==> src/rtl/uart_tx_arbiter.sv <==
// Round-robin arbiter feeding DEPTH-byte packets from N_REQ requesters into one byte-wide UART transmitter.
// Optional transmitter-stall abort is compiled in with `define UART_ARB_TIMEOUT_EN.
module uart_tx_arbiter #(
  parameter int N_REQ   = 4,
  parameter int DEPTH   = 4,
  parameter int TIMEOUT = 100000
) (
  input  logic                             clk,
  input  logic                             rst,
  input  logic [N_REQ-1:0]                 req_valid,
  input  logic [N_REQ-1:0][DEPTH-1:0][7:0] req_data,
  output logic [N_REQ-1:0]                 req_ready,
  output logic [N_REQ-1:0]                 grant,
  output logic [7:0]                       tx_data,
  output logic                             tx_valid,
  input  logic                             tx_ready,
  output logic                             busy,
  output logic                             done,
  output logic                             err
);

  localparam int PW = $clog2(N_REQ);
  localparam int IW = (DEPTH > 1) ? $clog2(DEPTH) : 1;

  typedef enum logic {
    S_IDLE = 1'b0,
    S_SEND = 1'b1
  } state_t;

  state_t                  r_state;
  state_t                  w_state_next;
  logic [PW-1:0]           r_ptr;
  logic [PW-1:0]           w_winner;
  logic                    w_found;
  logic [IW-1:0]           r_idx;
  logic [DEPTH-1:0][7:0]   r_buf;
  logic [N_REQ-1:0]        r_grant;
  logic                    r_done;
  logic                    w_accept;
  logic                    w_hs;
  logic                    w_last_hs;
  logic                    w_abort;

`ifdef UART_ARB_TIMEOUT_EN
  localparam int TW = $clog2(TIMEOUT + 1);
  logic [TW-1:0] r_tmo_cnt;
  logic          r_err;
`endif

  // Rotating search: first requester at or after the priority pointer, wrapping.
  always_comb begin
    logic [PW-1:0] cand;
    int            c;
    w_found  = 1'b0;
    w_winner = '0;
    cand     = '0;
    c        = 0;
    for (int k = 0; k < N_REQ; k++) begin
      c = int'(r_ptr) + k;
      if (c >= N_REQ) c = c - N_REQ;
      cand = PW'(c);
      if (!w_found && req_valid[cand]) begin
        w_found  = 1'b1;
        w_winner = cand;
      end
    end
  end

  always_comb begin
    w_state_next = r_state;
    w_accept     = 1'b0;
    w_hs         = 1'b0;
    w_last_hs    = 1'b0;
    w_abort      = 1'b0;
    case (r_state)
      S_IDLE: begin
        if (w_found) begin
          w_accept     = 1'b1;
          w_state_next = S_SEND;
        end
      end
      S_SEND: begin
        if (tx_ready) begin
          w_hs = 1'b1;
          if (r_idx == IW'(DEPTH - 1)) begin
            w_last_hs    = 1'b1;
            w_state_next = S_IDLE;
          end
        end
`ifdef UART_ARB_TIMEOUT_EN
        else if (r_tmo_cnt == TW'(TIMEOUT - 1)) begin
          w_abort      = 1'b1;
          w_state_next = S_IDLE;
        end
`endif
      end
      default: w_state_next = S_IDLE;
    endcase
  end

  for (genvar gi = 0; gi < N_REQ; gi++) begin : g_ready
    assign req_ready[gi] = (r_state == S_IDLE) && w_found && (w_winner == PW'(gi));
  end

  always_ff @(posedge clk) begin
    if (rst) begin
      r_state <= S_IDLE;
      r_ptr   <= '0;
      r_idx   <= '0;
      r_grant <= '0;
      r_done  <= 1'b0;
    end else begin
      r_state <= w_state_next;
      r_done  <= w_last_hs;
      if (w_accept) begin
        r_grant <= N_REQ'(1) << w_winner;
        r_ptr   <= (w_winner == PW'(N_REQ - 1)) ? '0 : w_winner + 1'b1;
        r_idx   <= '0;
      end else if (w_last_hs || w_abort) begin
        r_grant <= '0;
        r_idx   <= '0;
      end else if (w_hs) begin
        r_idx <= r_idx + 1'b1;
      end
    end
  end

  // Packet snapshot: requester may change its data once accepted.
  always_ff @(posedge clk) begin
    if (w_accept) r_buf <= req_data[w_winner];
  end

`ifdef UART_ARB_TIMEOUT_EN
  always_ff @(posedge clk) begin
    if (rst) begin
      r_tmo_cnt <= '0;
      r_err     <= 1'b0;
    end else begin
      r_err <= w_abort;
      if (r_state == S_IDLE || w_hs) r_tmo_cnt <= '0;
      else                           r_tmo_cnt <= r_tmo_cnt + 1'b1;
    end
  end
  assign err = r_err;
`else
  assign err = 1'b0;
`endif

  assign grant    = r_grant;
  assign tx_valid = (r_state == S_SEND);
  assign busy     = (r_state == S_SEND);
  assign tx_data  = (r_state == S_SEND) ? r_buf[r_idx] : 8'h00;
  assign done     = r_done;

endmodule

==> config.mk <==
export PLATFORM = sky130hd
export DESIGN_NAME = uart_tx_arbiter
export DESIGN_NICKNAME = d
export VERILOG_FILES = /design/src/rtl/uart_tx_arbiter.sv
export SDC_FILE = /design/constraint.sdc
export NUM_CORES = 1
export LEC_CHECK = 0
export CORE_UTILIZATION = 35
export DETAILED_ROUTE_END_ITERATION = 10
export PLACE_DENSITY = 0.83
export SYNTH_ARGS = -nofsm -noshare
export SYNTH_HDL_FRONTEND = slang
export SYNTH_SLANG_ARGS = --single-unit
==> constraint.sdc <==
create_clock -name clk -period 3.15 [get_ports clk]
set_input_delay 0.63 -clock clk [delete_from_list [all_inputs] [get_ports clk]]
set_output_delay 0.63 -clock clk [all_outputs]
set_load 0.02 [all_outputs]
==> flow_summary_export.csv <==
group,metric,value,unit
logic_synthesis,ys_warn_count,0,
run,max-cap-violations,0,
min_path,holdPathEnd,"grant[1]$_SDFFE_PP0P_",
setup_path,startpoint_type,"primary input",
placed_design,gp_congestion,0.867,
finish,num_antenna_cells,0,
cts,clkLatencyLatePin,0.28,ns
sta,rsz0062_at_grt,"false",
min_path,hold_path.class,"reg2reg",
logic_synthesis,synth_area_leader_cell,"mux2i_1",
logic_synthesis,yosys.area.top_type_share,35.5,%
floorplan,ios,155,
global_routing,grt_pass1_vias,2330,
finish,final_util,60.0,%
logic_synthesis,synth_area,0.00274,mm^2
global_routing,grt_max_degree,66,
floorplan,fp-row-count,31,
floorplan,die_width,90.4,um
sta,hold_viol,0,
floorplan,coreArea,0.00741,mm^2
sta,tightest_slew,0.579,ns
power_and_ir_drop,p_per_area,359,mW/mm^2
cts,clkSinkCount,42,
cts,cts-buffers-inserted,5,
setup_path,reg2reg_from,"r_ptr[1]$_SDFFE_PP0P_",
finish,nets,499,
logic_synthesis,syn_area_per_cell,12.8,um^2
finish,area.growth.synth_to_final,62.2,%
detailed_routing,first_pass_iters,4,
logic_synthesis,synth_enable_flop_cells,32,
finish,drive_gt1_share,6.32,%
cts,cts_tree,"built",
cts,cts_buffer_depth,2,
detailed_routing,drcViolationCount,0,
placed_design,port_buffers,153,
floorplan,die_area,0.00818,mm^2
detailed_routing,drtIter0Drc,36,
placed_design,place_hpwl,5.49,mm
global_routing,overflow,0,
detailed_routing,via_per_inst,4.90,
detailed_routing,avgRoutedWirePerCell,15.3,um
detailed_routing,vias,2268,
setup_path,timing.rr.end,"r_buf[7]$_DFFE_PP_",
cts,htree_levels,2,
power_and_ir_drop,peakVddDrop,0.174,mV
cts,cts_root_buffer,"clkbuf_8",
detailed_routing,ant_nets,0,
setup_path,cp-end-kind,"primary output",
logic_synthesis,async_reset_ff_share,0,%
min_path,min_from,"grant[1]$_SDFFE_PP0P_",
sta,period_needed,3.05,ns
sta,hold_slack,0.480,ns
setup_path,required,2.52,ns
sta,setup_viol_count_final,0,
setup_path,rr_worst_depth,6,
sta,slew_headroom,61.4,%
setup_path,worstSetupPathType,"in2out",
sta,fmax,327,MHz
status,status,"finished, final reports clean",
setup_path,critPathArrivalTime,2.42,ns
global_routing,track_usage,17.5,%
detailed_routing,totalWireLength,7.09,mm
sta,drv_slew,0,
global_routing,grt_pass1_wl,11.2,mm
logic_synthesis,synth_cells,214,
cts,clkTransAtPathRegs,0.07,ns
logic_synthesis,synth_cell_type_count,35,
sta,skew,0.00674,ns
logic_synthesis,ys_ff_latch,42,
min_path,holdPathStages,1,
logic_synthesis,ys_top_cells_by_area,"mux2i_1, edfxtp_1, dfxtp_1",
setup_path,reg2reg_slack,1.05,ns
sta,fin_crit_sh,96.9,%
floorplan,start_util,37.0,%
global_routing,antenna_found_initial,0,
power_and_ir_drop,leakage,1.71,nW
logic_synthesis,ys_seq_area_share,42.4,%
logic_synthesis,ys.flop_type,"edfxtp_1",
logic_synthesis,synth_nets,350,
setup_path,crit_fanout,5,
floorplan,die_h,90.4,um
## synth_stat cells (3+ instances only)
library cell / number
dfxtp_1: 10
nand2_1: 3
inv_1: 3
buf_4: 4
and2_1: 9
a21oi_1: 4
mux4_2: 8
mux2i_1: 97
nor2_1: 5
buf_2: 8
edfxtp_1: 32
## final cells by class
class                      count  area, um^2
inverter                       3        11.3
timing repair buffer         158        1590
fill                         603        2970
tap                           99         124
sequential                    42        1160
multi-input combinational    153        1480
clock buffer                   8        80.1
## placed cells by master (no fill, tap or decap), types with 2 or more instances in the layout
cell             count
clkbuf_1             3
clkbuf_8             5
nand2_1              3
clkdlybuf4s50_1    150
dfxtp_1             10
nor2_4               2
inv_1                3
a21oi_1              4
and2_1               9
dlymetal6s2s_1       2
a22o_1               2
mux4_2               8
nor2b_1              2
mux2i_1             97
nand2b_1             2
nor2_1               4
buf_4                4
and3_1               2
edfxtp_1            32
a32o_1               2
## through the flow
step	instance area (um^2)	std cells	total power, mW	setup WS [ns]	setup TNS [ns]
detailed placement	4350	455	1.30	-0.0254	-0.0254
global route	4440	463	1.68	0.0205	0
global placement	4350	455	1.29	0.0622	0
finish	4440	463	1.59	0.0963	0
floorplan	2740	214	1.03	0.319	0
CTS	4430	463	1.61	0.0731	0
## power by group
group	internal, mW	leakage [nW]	switching [mW]
sequential	0.677	0.394	0.0285
combinational	0.346	1.28	0.227
clock	0.157	0.0395	0.159
total	1.18	1.71	0.414
## how the worst max path moves through the flow
| stage | startpoint | end | slack (ns) | cells past startpoint |
|---|---|---|---|---|
| final | req_valid[0] | req_ready[3] | 0.1 | 6 |
| after global routing | req_valid[0] | req_ready[3] | 0.02 | 6 |
| after CTS | req_valid[0] | req_ready[2] | 0.07 | 6 |
| after detailed placement | req_valid[0] | req_ready[1] | -0.03 | 6 |
| after global placement | req_valid[0] | req_ready[1] | 0.06 | 6 |
| after floorplan | req_valid[1] | req_ready[2] | 0.32 | 4 |
## layer usage
layer	vias up	share of wire, %	GRT usage, %
li1	1114	-	-
met4	0	2.0	6.45
met1	1044	40	20.5
met3	13	5.6	3.20
met5	-	0	0
met2	97	52	31.6
## registers in the layout, indices dropped and copies added (netlist names)
signal and cells:
busy 1, done 1, grant 4, r_buf 32, r_idx 2, r_ptr 2
## logic make-up after synthesis
logic type | Yosys count | share of synthesized area (%)
other | 1 | 0.137
buffers and inverters | 19 | 4.07
adders and majority gates | 1 | 0.457
AOI/OAI and AO/OA | 18 | 4.94
xor gates and xnor gates | 1 | 0.320
DFF | 42 | 42.4
and+or+nand+nor | 27 | 5.62
muxes | 105 | 42.0
## worst max-delay path, stage by stage
cell	delay, ns
clkdlybuf4s50_1	0.56
a21oi_1	0.11
o21a_1	0.19
o22a_2	0.23
and3_1	0.16
clkdlybuf4s50_1	0.54
## what timing repair did
| action | 4_1_cts | 5_1_grt |
|---|---|---|
| endpoints found under the setup margin | 1 | 2 |
| pin swaps | 0 | 0 |
| hold buffers | 0 | 0 |
| setup buffers | 0 | 0 |
| resized for setup | 1 | 3 |
Note: power is estimated with default switching activity, not from simulation.
